==> config.mk <==
export PLATFORM = sky130hd
export DESIGN_NAME = hwpf_stride_ctrl
export DESIGN_NICKNAME = d
export VERILOG_FILES = /design/src/rtl/hwpf_stride_ctrl.sv
export SDC_FILE = /design/constraint.sdc
export NUM_CORES = 1
export LEC_CHECK = 0
export BUFFER_PORTS_ARGS = -buffer_cell sky130_fd_sc_hd__buf_2
export CORE_ASPECT_RATIO = 0.7
export CORE_MARGIN = 1
export CORE_UTILIZATION = 55
export DETAILED_ROUTE_END_ITERATION = 10
export GPL_ROUTABILITY_DRIVEN = 1
export MAX_ROUTING_LAYER = met4
export PLACE_DENSITY = 0.84
export SLEW_MARGIN = 20
export SYNTH_ARGS = -nofsm -noshare
export SYNTH_HDL_FRONTEND = slang
export SYNTH_HIERARCHICAL = 1
export SYNTH_SLANG_ARGS = --single-unit
==> constraint.sdc <==
create_clock -name clk_i -period 4.3 [get_ports clk_i]
set_clock_uncertainty 0.1 [all_clocks]
set_input_delay 0.43 -clock clk_i [delete_from_list [all_inputs] [get_ports clk_i]]
set_output_delay 0.43 -clock clk_i [all_outputs]
set_load 0.005 [all_outputs]
==> src/rtl/hwpf_stride_ctrl.sv <==
// Stride-prefetch stream sequencer: snoop match on base line -> burst of nblocks+1 line requests.
// Latency: match N -> first request N+1, 1 req/cycle; requests held stable under !req_ready_i.
// Optional HPDCACHE_HWPF_STRIDE_REARM_EN: advance base to last issued line and re-arm after each burst.

module hwpf_stride_snooper #(
   parameter int NLINE_W = 26
) (
   input  logic               en_i,
   input  logic [NLINE_W-1:0] base_nline_i,
   input  logic               snoop_valid_i,
   input  logic [NLINE_W-1:0] snoop_nline_i,
   output logic               match_o
);
   assign match_o = en_i & snoop_valid_i & (snoop_nline_i == base_nline_i);
endmodule

module hwpf_stride_ctrl #(
   parameter int NLINE_W  = 26,
   parameter int STRIDE_W = 16,
   parameter int NBLK_W   = 4
) (
   input  logic                clk_i,
   input  logic                rst_i,
   input  logic                cfg_en_i,
   input  logic                cfg_set_i,
   input  logic [NLINE_W-1:0]  cfg_base_nline_i,
   input  logic [STRIDE_W-1:0] cfg_stride_i,
   input  logic [NBLK_W-1:0]   cfg_nblocks_i,
   input  logic                snoop_valid_i,
   input  logic [NLINE_W-1:0]  snoop_nline_i,
   output logic                req_valid_o,
   input  logic                req_ready_i,
   output logic [NLINE_W-1:0]  req_nline_o,
   output logic                armed_o,
   output logic                busy_o
);
   typedef enum logic [1:0] {IDLE, ARMED, ISSUE} state_e;

   state_e              state_q, state_d;
   logic [NLINE_W-1:0]  base_q, base_d;
   logic [STRIDE_W-1:0] stride_q, stride_d;
   logic [NBLK_W-1:0]   nblk_q, nblk_d;
   logic [NLINE_W-1:0]  cur_q, cur_d;
   logic [NBLK_W-1:0]   cnt_q, cnt_d;
   logic                abort_q, abort_d;
   logic                match, hs, abort_now;
   logic [NLINE_W-1:0]  stride_ext;
`ifndef HPDCACHE_HWPF_STRIDE_REARM_EN
   // One-shot: blocks re-arming until the enable is dropped.
   logic                done_q, done_d;
`endif

   hwpf_stride_snooper #(.NLINE_W(NLINE_W)) u_snooper (
      .en_i          (armed_o),
      .base_nline_i  (base_q),
      .snoop_valid_i (snoop_valid_i),
      .snoop_nline_i (snoop_nline_i),
      .match_o       (match)
   );

   assign req_valid_o = (state_q == ISSUE);
   assign busy_o      = (state_q == ISSUE);
   assign armed_o     = (state_q == ARMED);
   assign req_nline_o = cur_q;
   assign stride_ext  = NLINE_W'(stride_q);
   assign hs          = req_valid_o & req_ready_i;
   assign abort_now   = abort_q | cfg_set_i | ~cfg_en_i;

   always_comb begin
      state_d  = state_q;
      base_d   = base_q;
      stride_d = stride_q;
      nblk_d   = nblk_q;
      cur_d    = cur_q;
      cnt_d    = cnt_q;
      abort_d  = abort_q;
`ifndef HPDCACHE_HWPF_STRIDE_REARM_EN
      done_d   = done_q & cfg_en_i;
`endif
      // A match this cycle captures the old registers, which are read from _q below.
      if (cfg_set_i) begin
         base_d   = cfg_base_nline_i;
         stride_d = cfg_stride_i;
         nblk_d   = cfg_nblocks_i;
      end
      case (state_q)
         IDLE: begin
`ifdef HPDCACHE_HWPF_STRIDE_REARM_EN
            if (cfg_en_i) state_d = ARMED;
`else
            if (cfg_en_i && !done_q) state_d = ARMED;
`endif
         end
         ARMED: begin
            if (!cfg_en_i) begin
               state_d = IDLE;
            end else if (match) begin
               state_d = ISSUE;
               cur_d   = base_q + stride_ext;
               cnt_d   = nblk_q;
               abort_d = 1'b0;
            end
         end
         ISSUE: begin
            if (!hs) begin
               abort_d = abort_now;
            end else if (abort_now) begin
               state_d = cfg_en_i ? ARMED : IDLE;
               abort_d = 1'b0;
            end else if (cnt_q != '0) begin
               cur_d = cur_q + stride_ext;
               cnt_d = cnt_q - 1'b1;
            end else begin
`ifdef HPDCACHE_HWPF_STRIDE_REARM_EN
               base_d  = cur_q;
               state_d = ARMED;
`else
               state_d = IDLE;
               done_d  = 1'b1;
`endif
            end
         end
         default: state_d = IDLE;
      endcase
   end

   always_ff @(posedge clk_i or posedge rst_i) begin
      if (rst_i) begin
         state_q  <= IDLE;
         base_q   <= '0;
         stride_q <= '0;
         nblk_q   <= '0;
         cur_q    <= '0;
         cnt_q    <= '0;
         abort_q  <= 1'b0;
`ifndef HPDCACHE_HWPF_STRIDE_REARM_EN
         done_q   <= 1'b0;
`endif
      end else begin
         state_q  <= state_d;
         base_q   <= base_d;
         stride_q <= stride_d;
         nblk_q   <= nblk_d;
         cur_q    <= cur_d;
         cnt_q    <= cnt_d;
         abort_q  <= abort_d;
`ifndef HPDCACHE_HWPF_STRIDE_REARM_EN
         done_q   <= done_d;
`endif
      end
   end
endmodule

==> flow_summary_export.csv <==
group,metric,value,unit
global_route,grt_pass1_vias,4299,
routing,wire_per_inst,18.3,µm
routing,wirelength,13700,µm
placement,post-dp-hpwl,9950,µm
global_route,grt_max_degree,81,
sta,worst_slew_pin_slew,752,ps
critical_path,crit_type,"reg2reg",
floorplan,pin_count,107,
sta,maxSlewHeadroom,0.498,
global_route,grt_pass1_wl,21800,µm
critical_path,cp-end-kind,"flip-flop",
pwr,p_sw,628,µW
pwr,p_total,2160,µW
cts,cts_root_buf,"clkbuf_16",
cells_and_area,final_util,0.687,
cts,cts_tree,"yes",
critical_path,crit_fanout,35,
synth,syn-num-nets,627,
synth,synth_top_cell_by_area,"dfrtp_1",
sta,max_freq,0.272,GHz
run_status,status,"complete, no violations",
routing,dr.pass1.iters,5,
synth,synthTopCellsByCount,"nand2_1, dfrtp_1, mux2_2",
synth,synth.most_common_cell,"nand2_1",
cts,clockBufferDepth,2,
min_path,hp-class,"in2async",
critical_path,critPathRequiredTime,4490,ps
floorplan,dieWidth,116,µm
critical_path,start_kind,"flip-flop",
sta,worst_slack,629,ps
cells_and_area,area_growth,18.2,%
placement,port_buffers,106,
cts,cts_inserted_buffers,9,
cts,ctsResizeCount,0,
placement,gp_congestion,0.912,
pwr,p_seq_frac,0.396,
floorplan,rows,28,
cts,htreeDepth,3,
cts,cts.sinks,80,
floorplan,start_util,0.582,
cts,post-cts-setup-buffers,0,
synth,synthTopCellsByArea,"dfrtp_1, mux2_2, nand2_1",
floorplan,die_y,82.0,µm
cells_and_area,num_antenna_cells,0,
pwr,cellLeakagePower,0.00293,µW
synth,yosys_warnings,6,
synth,synth_flop_cell,"dfrtp_1",
sta,slew_violations,0,
job,maxCapViolCount,0,
sta,rsz0062_at_grt,"no",
synth,netlist_area,5030,µm²
pwr,clkPwrFrac,0.380,
global_route,grt_overflow,0,
sta,tns,0,ps
cts,hold_buffers,0,
pwr,power_density,363,nW/µm²
routing,vias,4550,
pwr,p_sw_frac,0.291,
synth,async_flop_share,1.00,
cells_and_area,layout-drive-gt1-share,0.310,
cts,clkTransAtPathRegs,60,ps
cells_and_area,fin_nets,724,
routing,drtIter0Drc,432,
sta,timing.hold.ws,161,ps
floorplan,dieArea,9540,µm²
floorplan,design.core.area,8650,µm²
pwr,p_int,1530,µW
routing,via_per_inst,6.07,
pwr,vdd_ir_drop_max,0.223,mV
sta,period_share,0.854,
sta,finalHoldViolations,0,
critical_path,arrival,3860,ps
placement,dp_slack,788,ps
routing,antenna_left,0,
global_route,antenna_found_initial,0,
pwr,power_frac_comb,0.224,
synth,synth-seq-cells,80,
synth,synth.yosys.seq_area_share,0.398,
synth,netlist.area_leader.share,0.398,
synth,avgSynthCellArea,9.53,µm²
synth,synth_edf_count,0,
sta,period_minus_slack,3670,ps
sta,setup_viol,0,
cts,clk_latency,350,ps
global_route,grt_usage,0.317,
synth,ys_types,62,
routing,drc,0,
synth,post_synth_inst_count,528,
-- cell type report --
| cell class | count | area (µm²) |
|---|---|---|
| Sequential cell | 80 | 2000 |
| Clock inverter | 2 | 35.0 |
| Inverter | 12 | 45.0 |
| Fill cell | 692 | 2710 |
| Multi-Input combinational cell | 409 | 2850 |
| Tap cell | 120 | 150 |
| Clock buffer | 14 | 284 |
| Timing Repair Buffer | 113 | 587 |
-- cell families after synthesis --
group | synth area share
buffers and inverters | 0.0370
DFF | 0.398
AOI/OAI and AO/OA | 0.151
xor gates and xnor gates | 0.0661
and+or+nand+nor | 0.171
muxes | 0.123
adders and majority gates | 0.0537
-- per-layer routing --
| metal | GRT usage | up-vias | part of all wire |
|---|---|---|---|
| met5 | - | - | 0 |
| met2 | 0.458 | 250 | 0.45 |
| li1 | - | 2077 | - |
| met4 | 0.127 | 0 | 0.025 |
| met3 | 0.0849 | 35 | 0.097 |
| met1 | 0.421 | 2188 | 0.43 |
-- worst max-delay path, cell delays in order, from the launching register on --
cell	delay, ps
dfrtp_1	400
nand2b_1	190
buf_4	370
nand2_1	100
nand2_1	80
ha_1	210
fa_1	260
a21oi_1	120
o221ai_1	300
o2111ai_2	180
and3_4	210
nor4_1	590
mux2i_1	310
o211a_1	180
-- through the flow --
| step | instances | cell area, µm² |
|---|---|---|
| 2_1_floorplan | 528 | 5030 |
| 3_3_place_gp | 734 | 5630 |
| 3_5_place_dp | 734 | 5630 |
| 4_1_cts | 750 | 5940 |
| 5_1_grt | 750 | 5950 |
| 6_report | 750 | 5950 |
-- registers in the layout (all words and copies together), names as in the netlist --
signal       flops
stride_q        16
abort_q          1
req_nline_o     26
cnt_q            4
state_q          2
nblk_q           4
done_q           1
base_q          26
-- final timing paths --
kind	endpoint	depth (start not counted)	start	slack, ps
max in group asynchronous	req_nline_o[6]	3	rst_i	3390
worst min register to register	req_nline_o[2]	2	req_nline_o[2]	410
worst max-delay path	req_nline_o[24]	13	state_q[0]	630
worst min-delay path	req_nline_o[4]	3	rst_i	160
worst max register to register	req_nline_o[24]	13	state_q[0]	630
min in group clk_i	base_q[19]	2	cfg_base_nline_i[19]	210
-- cells in the final DEF (no fill, tap or decap), drive strengths merged, types with 14 or more instances in the layout --
cell type and instances:
nand2 87, nor2 35, clkbuf 14, ha 20
a21oi 28, o21ai 26, mux2 48, xor2 25
buf 113, dfrtp 80
-- power groups by stage --
stage	Combinational, µW	Clock, µW	Sequential (µW)
finish	484	819	854
global route	530	860	859
CTS	478	824	853
detailed placement	471	0	865
global placement	457	0	863
floorplan	353	0	843
Note: power is estimated with default switching activity, not from simulation.
